`config.mk`:
```
export PLATFORM = sky130hd
export DESIGN_NAME = ula181_nibble_sequencer
export DESIGN_NICKNAME = d
export VERILOG_FILES = /design/src/rtl/ula181_nibble_sequencer.sv
export SDC_FILE = /design/constraint.sdc
export NUM_CORES = 1
export LEC_CHECK = 0
export BUFFER_PORTS_ARGS = -buffer_cell sky130_fd_sc_hd__buf_2
export CORE_UTILIZATION = 33
export DETAILED_ROUTE_END_ITERATION = 12
export MAX_ROUTING_LAYER = met4
export PLACE_DENSITY_LB_ADDON = 0.12
export SLEW_MARGIN = 20
export SYNTH_ARGS = -nofsm -noshare
export SYNTH_HDL_FRONTEND = slang
export SYNTH_SLANG_ARGS = --single-unit
```
`constraint.sdc`:
```
create_clock -name clk -period 2.7 [get_ports clk]
set_input_delay 0.135 -clock clk [delete_from_list [all_inputs] [get_ports clk]]
set_output_delay 0.135 -clock clk [all_outputs]
set_load 0.05 [all_outputs]
```
`src/rtl/ula181_nibble_sequencer.sv`:
```
// Runs one 4-bit 74181 slice serially over WIDTH/4 nibbles, LSB first, chaining Cn4 into the next Cn.
// Latency NIB+1 cycles from accepted start to done; start is ignored outside IDLE (no queueing).
module ula181_nibble_sequencer #(
  parameter int WIDTH = 16
) (
  input  logic             clk,
  input  logic             rst,
  input  logic             start,
  input  logic [WIDTH-1:0] op_a,
  input  logic [WIDTH-1:0] op_b,
  input  logic [3:0]       op_s,
  input  logic             op_m,
  input  logic             op_cn,
  output logic             busy,
  output logic             done,
  output logic [WIDTH-1:0] result,
  output logic             cout,
  output logic             aeq,
  output logic [3:0]       alu_a,
  output logic [3:0]       alu_b,
  output logic [3:0]       alu_s,
  output logic             alu_m,
  output logic             alu_cn,
  input  logic [3:0]       alu_f,
  input  logic             alu_cn4,
  input  logic             alu_aeqb
);

  localparam int NIB = WIDTH / 4;
  localparam int KW  = (NIB > 1) ? $clog2(NIB) : 1;

  if ((WIDTH % 4) != 0 || WIDTH < 8) begin : g_width_chk
    $error("ula181_nibble_sequencer: WIDTH must be a multiple of 4 and >= 8");
  end

  typedef enum logic [1:0] {S_IDLE, S_RUN, S_DONE} state_t;

  state_t           r_state;
  logic [KW-1:0]    r_k;
  logic [WIDTH-1:0] r_a;
  logic [WIDTH-1:0] r_b;
  logic [WIDTH-1:0] r_res;
  logic [3:0]       r_s;
  logic             r_m;
  logic             r_cn;
  logic             r_cout;
  logic             r_aeq;
  logic             r_busy;
  logic             r_done;
  logic             w_last;

  assign w_last = (r_k == KW'(NIB - 1));

  // Operand registers shift down one nibble per step, so the slice always sees bits [3:0];
  // they stop shifting on the last nibble so alu_a/alu_b hold their final value afterwards.
  always_ff @(posedge clk) begin
    if (rst) begin
      r_state <= S_IDLE;
      r_k     <= '0;
      r_a     <= '0;
      r_b     <= '0;
      r_res   <= '0;
      r_s     <= '0;
      r_m     <= 1'b0;
      r_cn    <= 1'b0;
      r_cout  <= 1'b0;
      r_aeq   <= 1'b0;
      r_busy  <= 1'b0;
      r_done  <= 1'b0;
    end else begin
      r_done <= 1'b0;
      case (r_state)
        S_IDLE: begin
          if (start) begin
            r_a     <= op_a;
            r_b     <= op_b;
            r_s     <= op_s;
            r_m     <= op_m;
            r_cn    <= op_cn;
            r_aeq   <= 1'b1;
            r_k     <= '0;
            r_busy  <= 1'b1;
            r_state <= S_RUN;
          end
        end
        S_RUN: begin
          // Nibbles enter at the top; after NIB steps nibble 0 sits at bits [3:0].
          r_res <= {alu_f, r_res[WIDTH-1:4]};
          r_aeq <= r_aeq & alu_aeqb;
          if (w_last) begin
            r_cout  <= alu_cn4;
            r_busy  <= 1'b0;
            r_done  <= 1'b1;
            r_state <= S_DONE;
          end else begin
            r_cn <= alu_cn4;
            r_a  <= r_a >> 4;
            r_b  <= r_b >> 4;
            r_k  <= r_k + 1'b1;
          end
        end
        S_DONE: r_state <= S_IDLE;
        default: r_state <= S_IDLE;
      endcase
    end
  end

  assign busy   = r_busy;
  assign done   = r_done;
  assign result = r_res;
  assign cout   = r_cout;
  assign aeq    = r_aeq;
  assign alu_a  = r_a[3:0];
  assign alu_b  = r_b[3:0];
  assign alu_s  = r_s;
  assign alu_m  = r_m;
  assign alu_cn = r_cn;

endmodule

```
After elaboration in Yosys (flattened, before gate mapping)
Cells that the tools add are included.
{"block": "word_totals", "reg_bits": 62, "in_bits": 47, "output_inout_bits": 34}
{"block": "classes", "n_addsub": 1, "n_eq_ne": 5, "n_mux": 20, "bitwise_logic": 2, "reduce_logical": 9}
{"cell": "16-bit 2-to-1 mux", "n": 4}
{"cell": "16-bit case mux with 2 select lines", "n": 2}
{"cell": "2-bit 2-to-1 mux", "n": 4}
{"cell": "2-bit case mux with 2 select lines", "n": 2}
{"cell": "2-bit AND reduction", "n": 4}
{"cell": "2-bit != test (second input constant)", "n": 3}
{"cell": "1-bit case mux with 2 select lines", "n": 3}
{"cell": "3-bit AND reduction", "n": 2}
{"cell": "1-bit 2-to-1 mux", "n": 5}
{"cell": "2-bit by 1-bit adder with 2-bit output (second input constant)", "n": 1}
{"cell": "2-bit by 1-bit equality test with 1-bit output (second input constant)", "n": 1}
{"cell": "2-bit equality test (second input constant)", "n": 1}
{"cell": "2-bit zero test", "n": 1}
{"cell": "2-bit nonzero test", "n": 1}
{"cell": "2-bit OR reduction", "n": 1}
{"cell": "1-bit AND", "n": 1}
{"cell": "1-bit inverter", "n": 1}

Depth between registers and ports, before layout
{"block": "logic_depth", "depth_word": 3, "mapped_depth": 6}

Worst setup path after synthesis
No wires, ideal clock.
{"block": "synth_timing", "path_kind": "flip-flop to flip-flop", "from": "reg r_k[0]", "to": "reg r_k[0]", "arrival_ns": 1.378, "setup_slack_ns": 1.205, "stages_incl_launch_ff": 7, "period_less_slack_ns": 1.495, "cell_sequence": "dfxtp_1 > ha_1 > nand2b_1 > a21o_1 > buf_2 > buf_2 > a31o_2"}
{"block": "synth_between", "elab_chain_len": 3, "elab_cells_between_ends": 6, "classes_between": "add/sub: 1; eq/ne: 2; mux: 2; reduce/logical: 1"}
{"element": "from (decl)", "line": "39", "text": "logic [KW-1:0] r_k;"}
{"element": "from (signal assigned)", "line": "99", "text": "r_k <= r_k + 1'b1;"}
{"element": "2-bit equality test", "line": "52", "text": "assign w_last = (r_k == KW'(NIB - 1));"}
{"element": "named net w_last", "line": "50", "text": "logic w_last;"}
{"element": "2-bit != test (no line)"}
{"element": "3-bit AND reduction (no line)"}
The timed path passes the listed nets, and every way through them passes these cells. The select of a mux whose other input is x is not followed.
A chain may end at the register's enable or synchronous reset.

Worst setup path in the final report
{"block": "layout_timing", "from": "reg r_k[0]", "to": "reg r_a[9]"}
{"block": "layout_between", "elab_chain_len": 3}
{"element": "2-bit equality test", "line": "52"}
{"element": "named net w_last", "line": "50"}
{"element": "2-bit != test (no line)"}
{"element": "3-bit AND reduction (no line)"}
{"element": "to (signal assigned)", "line": "75", "text": "r_a <= op_a;"}
{"element": "to (signal assigned)", "line": "97", "text": "r_a <= r_a >> 4;"}
{"element": "to (decl)", "line": "40", "text": "logic [WIDTH-1:0] r_a;"}
The timed path passes the listed nets, and every way through them passes these cells.

==> results.toml <==
[outcome]
status = "finished clean"

[hold_path]
hp-class = "primary input to flip-flop"
hold_start = "op_s[2]"

[timing]
tns_ns = 0
finClkSkew_ns = 0.00559
hold_viol_final = 0
rsz0062_at_grt = "false"
setup_viol = 0
timing.final.crit_share_pct = 76.3
fmax_mhz = 485
slew-limit-headroom_pct = 34.6
slew_viol_final = 0
fin_crit_ns = 2.06
tightest_slew_ns = 0.981

[clock_tree]
cts_tree = "built"
root_buffer = "clkbuf_8"
cts_buffer_depth = 2
cts_hold_buf = 0
postCtsSetupBuffers = 0
clkSlewWorstSetupHoldPaths_ns = 0.07
clk_latency_ns = 0.33
cts_resized = 0
numCtsBuffers = 9
numClockSinks = 62
htreeDepth = 3

[routing]
drtIter0Drc = 73
dr.pass1.iters = 4
vias = 2032
wl_um = 5830
drc = 0
post_drt_wl_per_cell_um = 13.2
ant_nets = 0
viasPerCell = 4.60

[setup_path]
crit_required_ns = 2.96
startpoint_type = "flip-flop"
setup.worst_path.end_class = "flip-flop"
r2r_end = "r_a[9]"
cp-endpoint = "r_a[9]"
path_max_fanout = 20
timing.rr.start = "r_k[0]"
cp.arrival_ns = 2.32
ff2ff_setup_slack_ns = 0.64
setup.worst_path.class = "flip-flop to flip-flop"
cp-startpoint = "r_k[0]"
rr_worst_depth = 5

[synth]
syn-instance-count = 274
synthTopCellsByArea = "dfxtp_1 (48%), o221ai_2 (12%), a21oi_1 (9.5%)"
yosysTopAreaCell = "dfxtp_1"
synth_top_area_share_pct = 48.2
synth_cell_types = 25
syn_area_um2 = 2570
synth.avg_cell_area_um2 = 9.39
synth_nets = 323
yosysSeqAreaShare_pct = 48.2
yosysWarnings = 0
ys_ff_latch = 62

[grt]
first_global_vias = 1882
grt_pass1_wl_um = 9650
grt_max_degree = 44
grt-ovfl-total = 0
grt.total_usage_pct = 15.5
antenna_found_initial = 0

[floorplanning]
die_h_um = 90.3
die_area_um2 = 8150
core_um2 = 7410
pin_count = 81
rows = 31
start_util_pct = 34.7
die_w_um = 90.3

[cells_and_area]
area_delta_synth_final_pct = 20.4
n_antenna_cell = 0
final_util_pct = 41.8
postLayoutCellArea_um2 = 3100
drive_above_1_share_pct = 37.3
finalNonFillerCells = 442
layout_common_cells = "buf_2 (80), dfxtp_1 (62), a21oi_1 (49)"
fin_nets = 388
final_common_cell = "buf_2"

[pwr]
power_mw = 2.08
p_per_area_nw_per_um2 = 673
ir_worst_vdd_mv = 0.289
leakagePower_nw = 1.33

[place]
dp_hpwl_um = 3920
dp_cells = 427
io_buffers = 80
placed_area_um2 = 2930
place_congestion = 0.712

[job]
max_cap_violations = 0
[power breakdown]
group          total (mW)  internal [mW]  switching (mW)
combinational       0.358          0.117           0.241
sequential           1.02          0.978          0.0380
clock               0.710          0.378           0.331
[state kept, by name (all words and copies together), names as in the netlist]
signal and cells:
alu_m 1, cout 1, busy 1, alu_cn 1
done 1, r_k 2, r_a 16, result 16
aeq 1, r_state 2, r_b 16, alu_s 4
[Yosys cell counts]
master,n
o221ai_2,20
o21ai_0,2
buf_6,2
nor3_1,1
or3b_1,2
buf_4,8
a21oi_1,49
nand3_1,1
and3_1,8
nand2b_1,2
ha_1,2
nor2_1,3
a31o_2,10
buf_12,2
clkbuf_1,6
a21o_1,1
nand2_1,43
dfxtp_1,62
and2b_1,1
nand3b_1,1
inv_1,27
buf_2,13
nor3b_1,2
o221ai_1,5
or2b_1,1
[worst max-delay path, cell delays in order, from the launching register on]
cell,delay (ns)
dfxtp_1,0.38
ha_1,0.23
or3b_1,0.78
buf_4,0.34
o221ai_2,0.11
a21oi_1,0.14
[final cells by class]
| type | count | area, µm² |
|---|---|---|
| Timing Repair Buffer | 85 | 438 |
| Tap cell | 99 | 124 |
| Inverter | 27 | 101 |
| Clock inverter | 1 | 5.00 |
| Fill cell | 802 | 4310 |
| Sequential cell | 62 | 1240 |
| Multi-Input combinational cell | 154 | 1020 |
| Clock buffer | 14 | 163 |
[metal layers]
layer  vias to the layer above  share of wire, %  track usage, %
met4                         0               1.7            7.66
li1                       1063                 -               -
met1                       921                49            21.2
met5                         -                 0               -
met2                        40                47            21.7
met3                         8               2.9            2.86
[stage by stage]
stage	hold WS, ns	worst slack, ns
finish	0.0369	0.640
detailed placement	0.383	0.632
floorplan	0.271	1.21
global placement	0.376	0.673
global route	0.0309	0.414
CTS	0.0193	0.620
[cells by family (layout without fill, tap and decap cells)]
kind of cell               count (synthesis)  after routing  share of synthesized area [%]
buffers and inverters                     58            127                           12.1
DFF                                       62             62                           48.2
AOI/OAI and AO/OA                         87             87                           27.0
and+or+nand+nor                           65             65                           11.7
adders and majority gates                  2              2                          0.973
[worst min path at each step]
| stage | to | slack (ns) | depth (start not counted) |
|---|---|---|---|
| 6_report | alu_s[2] | 0.04 | 3 |
| 5_1_grt | result[12] | 0.03 | 3 |
| 4_1_cts | alu_s[2] | 0.02 | 3 |
| 3_5_place_dp | alu_s[2] | 0.38 | 3 |
| 3_3_place_gp | result[13] | 0.38 | 3 |
| 2_1_floorplan | result[15] | 0.27 | 2 |
Note: power is estimated with default switching activity, not from simulation.
